$ cat src/rtl/chan_mux_pkg.sv
// Shared definitions for the round-robin channel multiplexer: selection modes,
// grant counter width and the output-register FSM encoding.
package chan_mux_pkg;

    localparam logic MODE_FIXED = 1'b0;
    localparam logic MODE_RR    = 1'b1;

    localparam int CNT_W = 16;

    typedef enum logic {
        ST_EMPTY = 1'b0,
        ST_FULL  = 1'b1
    } state_t;

endpackage

$ cat src/rtl/chan_mux_rr_pick.sv
// Pointer-rotated priority picker: first asserted req at or after ptr, wrapping.
// Purely combinational, zero latency; no flow control of its own.
module rr_pick #(
    parameter  int N_CH  = 4,
    localparam int SEL_W = $clog2(N_CH)
) (
    input  logic [N_CH-1:0]  req,
    input  logic [SEL_W-1:0] ptr,
    output logic [SEL_W-1:0] gnt_idx,
    output logic             gnt_any
);

    always_comb begin
        int idx;
        idx     = 0;
        gnt_idx = '0;
        gnt_any = 1'b0;
        for (int i = 0; i < N_CH; i++) begin
            // ptr is always below N_CH, so one subtraction is enough to wrap
            idx = int'(ptr) + i;
            if (idx >= N_CH) idx = idx - N_CH;
            if (!gnt_any && req[idx]) begin
                gnt_any = 1'b1;
                gnt_idx = SEL_W'(idx);
            end
        end
    end

endmodule

$ cat src/rtl/chan_mux_rr.sv
// N-channel registered mux, fixed-select or round-robin, 1-cycle latency, 1 word/cycle.
// in_ready only for the granted channel while the output register can load; CHAN_MUX_CNT_EN adds grant counters.
module chan_mux_rr
    import chan_mux_pkg::*;
#(
    parameter  int N_CH  = 4,
    parameter  int WIDTH = 8,
    localparam int SEL_W = $clog2(N_CH)
) (
    input  logic                  clk,
    input  logic                  rst_n,
    input  logic                  mode,
    input  logic [SEL_W-1:0]      sel,
    input  logic [N_CH*WIDTH-1:0] in_data,
    input  logic [N_CH-1:0]       in_valid,
    output logic [N_CH-1:0]       in_ready,
    output logic [WIDTH-1:0]      out_data,
    output logic                  out_valid,
    input  logic                  out_ready,
    output logic [SEL_W-1:0]      out_ch,
    output logic [N_CH*CNT_W-1:0] grant_cnt
);

    localparam logic [SEL_W:0]   N_CH_L = (SEL_W+1)'(N_CH);
    localparam logic [SEL_W-1:0] LAST   = SEL_W'(N_CH - 1);

    state_t           state, state_nxt;
    logic [SEL_W-1:0] ptr;
    logic [SEL_W-1:0] rr_idx, g_idx;
    logic             rr_any, fix_any, g_any;
    logic             load_en, xfer;

    rr_pick #(.N_CH(N_CH)) u_pick (
        .req     (in_valid),
        .ptr     (ptr),
        .gnt_idx (rr_idx),
        .gnt_any (rr_any)
    );

    // Out-of-range select values (non power-of-2 N_CH) must never grant.
    assign fix_any = ({1'b0, sel} < N_CH_L) && in_valid[sel];
    assign g_any   = (mode == MODE_RR) ? rr_any : fix_any;
    assign g_idx   = (mode == MODE_RR) ? rr_idx : sel;

    always_ff @(posedge clk) begin
        if (!rst_n) state <= ST_EMPTY;
        else        state <= state_nxt;
    end

    always_comb begin
        state_nxt = state;
        load_en   = 1'b0;
        xfer      = 1'b0;
        case (state)
            ST_EMPTY: load_en = 1'b1;
            ST_FULL:  load_en = out_ready;
            default:  load_en = 1'b0;
        endcase
        xfer = rst_n && load_en && g_any;
        if (xfer)
            state_nxt = ST_FULL;
        else if (state == ST_FULL && out_ready)
            state_nxt = ST_EMPTY;
    end

    always_comb begin
        in_ready = '0;
        for (int k = 0; k < N_CH; k++)
            in_ready[k] = xfer && (g_idx == SEL_W'(k));
    end

    always_ff @(posedge clk) begin
        if (!rst_n) begin
            out_data <= '0;
            out_ch   <= '0;
            ptr      <= '0;
        end else if (xfer) begin
            out_data <= in_data[g_idx*WIDTH +: WIDTH];
            out_ch   <= g_idx;
            ptr      <= (g_idx == LAST) ? '0 : g_idx + 1'b1;
        end
    end

    assign out_valid = (state == ST_FULL);

`ifdef CHAN_MUX_CNT_EN
    logic [CNT_W-1:0] cnt_q [N_CH];

    always_ff @(posedge clk) begin
        if (!rst_n) begin
            for (int k = 0; k < N_CH; k++) cnt_q[k] <= '0;
        end else if (xfer && cnt_q[g_idx] != '1) begin
            cnt_q[g_idx] <= cnt_q[g_idx] + 1'b1;
        end
    end

    for (genvar k = 0; k < N_CH; k++) begin : g_cnt
        assign grant_cnt[k*CNT_W +: CNT_W] = cnt_q[k];
    end
`else
    assign grant_cnt = '0;
`endif

endmodule

$ cat config.mk
export PLATFORM = sky130hd
export DESIGN_NAME = chan_mux_rr
export DESIGN_NICKNAME = d
export VERILOG_FILES = /design/src/rtl/chan_mux_pkg.sv /design/src/rtl/chan_mux_rr_pick.sv /design/src/rtl/chan_mux_rr.sv
export SDC_FILE = /design/constraint.sdc
export NUM_CORES = 1
export LEC_CHECK = 0
export BUFFER_PORTS_ARGS = -buffer_cell sky130_fd_sc_hd__buf_2
export CORE_MARGIN = 2
export CORE_UTILIZATION = 34
export CTS_CLUSTER_DIAMETER = 30
export DETAILED_ROUTE_END_ITERATION = 10
export GPL_TIMING_DRIVEN = 1
export PLACE_DENSITY_LB_ADDON = 0.1
export SLEW_MARGIN = 5
export SYNTH_ARGS = -nofsm -noshare
export SYNTH_HDL_FRONTEND = slang
export SYNTH_SLANG_ARGS = --single-unit
$ cat constraint.sdc
create_clock -name clk -period 2 [get_ports clk]
set_input_delay 0.2 -clock clk [delete_from_list [all_inputs] [get_ports clk]]
set_output_delay 0.2 -clock clk [all_outputs]
set_load 0.03 [all_outputs]
# After elaboration in Yosys (flattened, before gate mapping)
# Cells that the tools add are included.
[word_totals]
inputBits = 42
output_inout_bits = 79
regBits = 13
word_cells = 73
[classes]
n_shift = 1
n_eq_ne = 3
muxes = 32
bitwise = 1
order_cmp = 9
reduce_logical = 15
addsub = 8
[op_table]
columns = ["op", "count"]
rows = [
  ["32-bit by 4-bit less-than comparator with 1-bit output, second input constant", 4],
  ["32-bit 2-to-1 mux", 4],
  ["32-bit by 4-bit greater-or-equal comparator with 1-bit output, second input constant", 3],
  ["32-bit by 4-bit subtractor with 32-bit output, second input constant", 3],
  ["32-bit by 6-bit variable part select with 8-bit output", 1],
  ["1-bit 2-to-1 mux", 16],
  ["2-bit 2-to-1 mux", 6],
  ["1-bit binary-select mux with 2-bit select", 5],
  ["1-bit logical AND", 10],
  ["2-bit by 2-bit adder with 3-bit output, second input constant", 2],
  ["2-bit equality test, second input constant", 2],
  ["2-bit by 3-bit subtractor with 4-bit output, second input constant", 1],
  ["2-bit by 1-bit adder with 3-bit output, second input constant", 1],
  ["2-bit by 3-bit greater-or-equal comparator with 1-bit output, second input constant", 1],
  ["1-bit zero test", 3],
  ["2-bit by 3-bit less-than comparator with 1-bit output, second input constant", 1],
  ["2-bit by 1-bit adder with 2-bit output, second input constant", 1],
  ["2-bit by 1-bit equality test with 1-bit output, second input constant", 1],
  ["2-bit zero test", 1],
  ["1-bit one-hot mux with 2 select lines", 1],
  ["2-bit nonzero test", 1],
  ["1-bit inverter", 1],
]

# Logic depth before layout (Yosys ltp)
[logic_depth]
word_depth = 18
mapped_depth = 7
mapped_depth_nobuf = 5

# Modules after synthesis
# From an unflattened synthesis, not the netlist that was laid out.
[hier_totals]
cells_unflattened = 176
area_unflattened_um2 = 1526.5
[by_module_without_submodules]
columns = ["module", "cells_each", "area_per_inst_um2", "seq_area_each_um2", "instances"]
rows = [
  ["chan_mux_rr", 161, 1448.9, 260.2, 1],
  ["rr_pick", 15, 77.6, 0.0, 1],
]

# Worst setup path before layout
# OpenSTA, ideal clock, no wires.
[synth_timing]
path_kind = "register -> output"
startpoint = "register ptr[1]"
endpoint = "output in_ready[0]"
t_required_ps = 1800
path_slack_ps = 26
path_stages_with_launch = 7
arrival_ps = 1774
n_path_buf = 2
cell_sequence = "dfxtp_1 -> buf_2 -> and4bb_1 -> a21o_1 -> o311ai_4 -> buf_6 -> nor2b_1"
[synth_between]
elab_chain_cells = 18
word_cells_on_any_way = 46
classes_between = "7 x add/sub; 4 x order compare; 26 x mux; 9 x reduce/logical"
[synth_rtl]
columns = ["item", "line", "text"]
rows = [
  ["start, declared", "chan_mux_rr.sv:28", "logic [SEL_W-1:0] ptr;"],
  ["start signal, assigned", "chan_mux_rr.sv:80", "ptr <= (g_idx == LAST) ? '0 : g_idx + 1'b1;"],
  ["parallel branches: the longest is 17 deep, another holds 32-bit by 4-bit subtractor with 32-bit output", "-", ""],
  ["1-bit logical AND (*)", "chan_mux_rr.sv:69", "in_ready[k] = xfer && (g_idx == SEL_W'(k));"],
  ["end, declared", "chan_mux_rr.sv:16", "output logic [N_CH-1:0] in_ready,"],
]
# Every way passes the cells marked *. The select of a mux whose other input is x is not followed.

# Worst setup path in the final report
[layout_timing]
startpoint = "register ptr[0]"
endpoint = "output in_ready[0]"
# Same word-level chain as after synthesis.

==> impl_results.md <==
* Synthesized-area fraction occupied by adder cells at 0
* Setup TNS at 0 ns
* CP startpoint kind: flip-flop
* H-tree depth at 1
* Row count at 23
* Multiplexer share of the synthesized area at 0.136
* DR vias at 1141
* Top_reg_cell synth: dfxtp_1
* Min Tclk post-route at between 1.5 and 2 ns
* Placed cell areas at between 0.0015 and 0.002 mm^2
* Area grow syn2layout at 17.4%
* Pre-CTS setup slack at between 0.09 and 0.1 ns
* Final worst path period share at 0.950
* Starting DRT DRC Count at between 40 and 50
* Pint at 616 uW
* Fin Hold WS at 0.223 ns
* Top Ports at 121
* Switching share of total power at 0.445
* Setup-failing EPs final at 0
* Design area at 0.00166 mm^2
* Data required, critical path at 1.80 ns
* Setup crit end kind: output pin
* Mapped Area at around 0.0014 mm^2
* Clock buffer count from CTS at 3
* Clock Path Buffers at 2
* Pwr per Cell Area at 668 mW/mm^2
* Post-synth EDFFs at 0
* RePlAce Congestion at between 0.7 and 0.8
* Cell leakage power at 0.000909 uW
* Post-DR wirelength/cell at 11.3 um
* Synth top area share at 0.340
* Aggregate global-route resource usage at 0.126
* Max rail drop VDD at 0.246 mV
* First-pass DRT Iterations at 4
* Initial antenna violation count at 0
* Compound-gate portion of the synthesized area at 0.188
* Most numerous cell in the Yosys netlist: buf_4
* Hold Crit Depth at 2
* Final Hold Viols at 0
* Post-CTS Hold Buffers at 0
* Clock sink total at 13
* Register area share after synthesis at 0.184
* Hpwl dp at 2550 um
* Post-Synth Simple-Gate Area at 0.108
* Clock root cell: clkbuf_8
* Number of global-route vias before repair at approximately 1000
* Status: finished clean
* # port buffers at 56
* Syn Inst Count at 158
* Synth area leader: buf_4
* Commonest cells post-synth: buf_4, mux2i_1, dfxtp_1
* Layout cells sized above 1 at 0.405
* Final Max Tran Viols at 0
* Starting Density at 0.353
* Clock share of power at 0.213
* Die X at 68.5 um
* Largest family of logic cells by synthesized area: buffers and inverters
* CTS tree: built
* Fraction of registers with async set/reset at 0
* Syn Area/Cell at roughly 8.9 um^2
* Final #Nets at 270
* Via-per-instance ratio at 4.12
* Worst-Skew Late Latency at 0.24 ns
* Die Span Y at 68.5 um
* Total of max-cap violations at 0
* Pin count of the biggest net entering global routing at 9
* Die area at 0.00469 mm^2
* First-pass GRT wire length at between 4000 and 5000 um
* Logic pwr share at 0.506
* Maximum clock rate at 0.526 GHz
* WL final at between 3000 and 4000 um
* Synth area leaders: buf_4, dfxtp_1, mux2i_1
* Synth Register Bits at 13
* YS warnings at 0
* Sequential Power Share at 0.281
* Gr ovfl total at 0
* Critical Path Fanout Max at 4
* Netlist cell types at 34
* Setup slack after layout at 0.100 ns
* Worst r2r path cells at 7
* Sw power at 494 uW
* Clk_skew at 0.00350 ns
* Core area at 0.00400 mm^2
* Post-Synth XOR/XNOR Area at 0.00619
* ANT cells at 0
* CP Class: flip-flop to output pin
* Antenna-violating nets left at 0
* Clock slew at reported path FFs at 0.05 ns
* Hold crit path type: input port to flip-flop
* DRC Markers at 0
* Critical path arrival at 1.70 ns
## worst paths after layout
kind	startpoint	to	slack, ns
setup reg to reg	ptr[0]$_SDFFE_PN0P_	out_data[6]$_SDFFE_PN0P_	0.16
setup / recovery	ptr[0]$_SDFFE_PN0P_	in_ready[0]	0.10
hold reg to reg	out_data[7]$_SDFFE_PN0P_	out_data[7]$_SDFFE_PN0P_	0.46
hold / removal	rst_n	out_valid$_SDFFE_PN0P_	0.22
## through the flow
stage | util | total power [uW] | std cells
final | 0.415 | 1110 | 277
after global routing | 0.415 | 1170 | 277
after CTS | 0.410 | 1120 | 277
after detailed placement | 0.387 | 851 | 269
after global placement | 0.387 | 843 | 269
after floorplan | - | 821 | 221
## metal layers
layer	vias up	track usage	wire [um]
met2	70	0.220	1620
met3	2	0.0444	355
met5	-	0	0
met1	509	0.145	1150
li1	560	-	-
met4	0	0.0300	13
## critical path: stages (launching register included)
cell,delay [ns]
dfxtp_2,0.32
and4bb_1,0.21
a21o_1,0.18
o311ai_4,0.32
buf_6,0.15
nor2b_2,0.11
buf_4,0.16
## layout by cell type (no fill, tap or decap), drive strengths merged, types with 2 or more instances in the layout
cell / count
clkbuf: 5
a21oi: 4
mux2i: 17
o311ai: 2
nand2b: 4
dfxtp: 13
nor2: 6
o21ai: 4
conb: 64
inv: 3
o221ai: 9
nor2b: 2
nand2: 10
buf: 69
## cells by family after synthesis
logic type | after synthesis
buffers and inverters | 71
AND/OR/NAND/NOR | 28
other | 1
AO/OA/AOI/OAI | 26
flip-flops | 13
multiplexers | 18
XOR/XNOR | 1
## final cells by class
type,instances,area [um^2]
Clock buffer,4,45.0
Fill cell,432,2340
Inverter,3,11.3
Multi-Input combinational cell,137,873
Sequential cell,13,262
Tap cell,50,62.6
Timing Repair Buffer,70,407
## registers in the layout (all words and copies together) (netlist names)
signal and count:
out_ch 2, out_data 8, out_valid 1, ptr 2
## what timing repair did
item | 4_1_cts | 5_1_grt
cloned | 0 | 0
endpoints found under the setup margin | 3 | 4
pin swaps | 1 | 3
gates resized for setup | 5 | 9
buffers inserted | 4 | 0
## power by group through the flow
stage	clock network, uW	logic, uW	registers (uW)
after floorplan	0	443	377
after global placement	0	525	318
after detailed placement	0	534	317
after CTS	249	557	312
after global routing	257	601	315
final	236	562	311
Note: power is estimated with default switching activity, not from simulation.
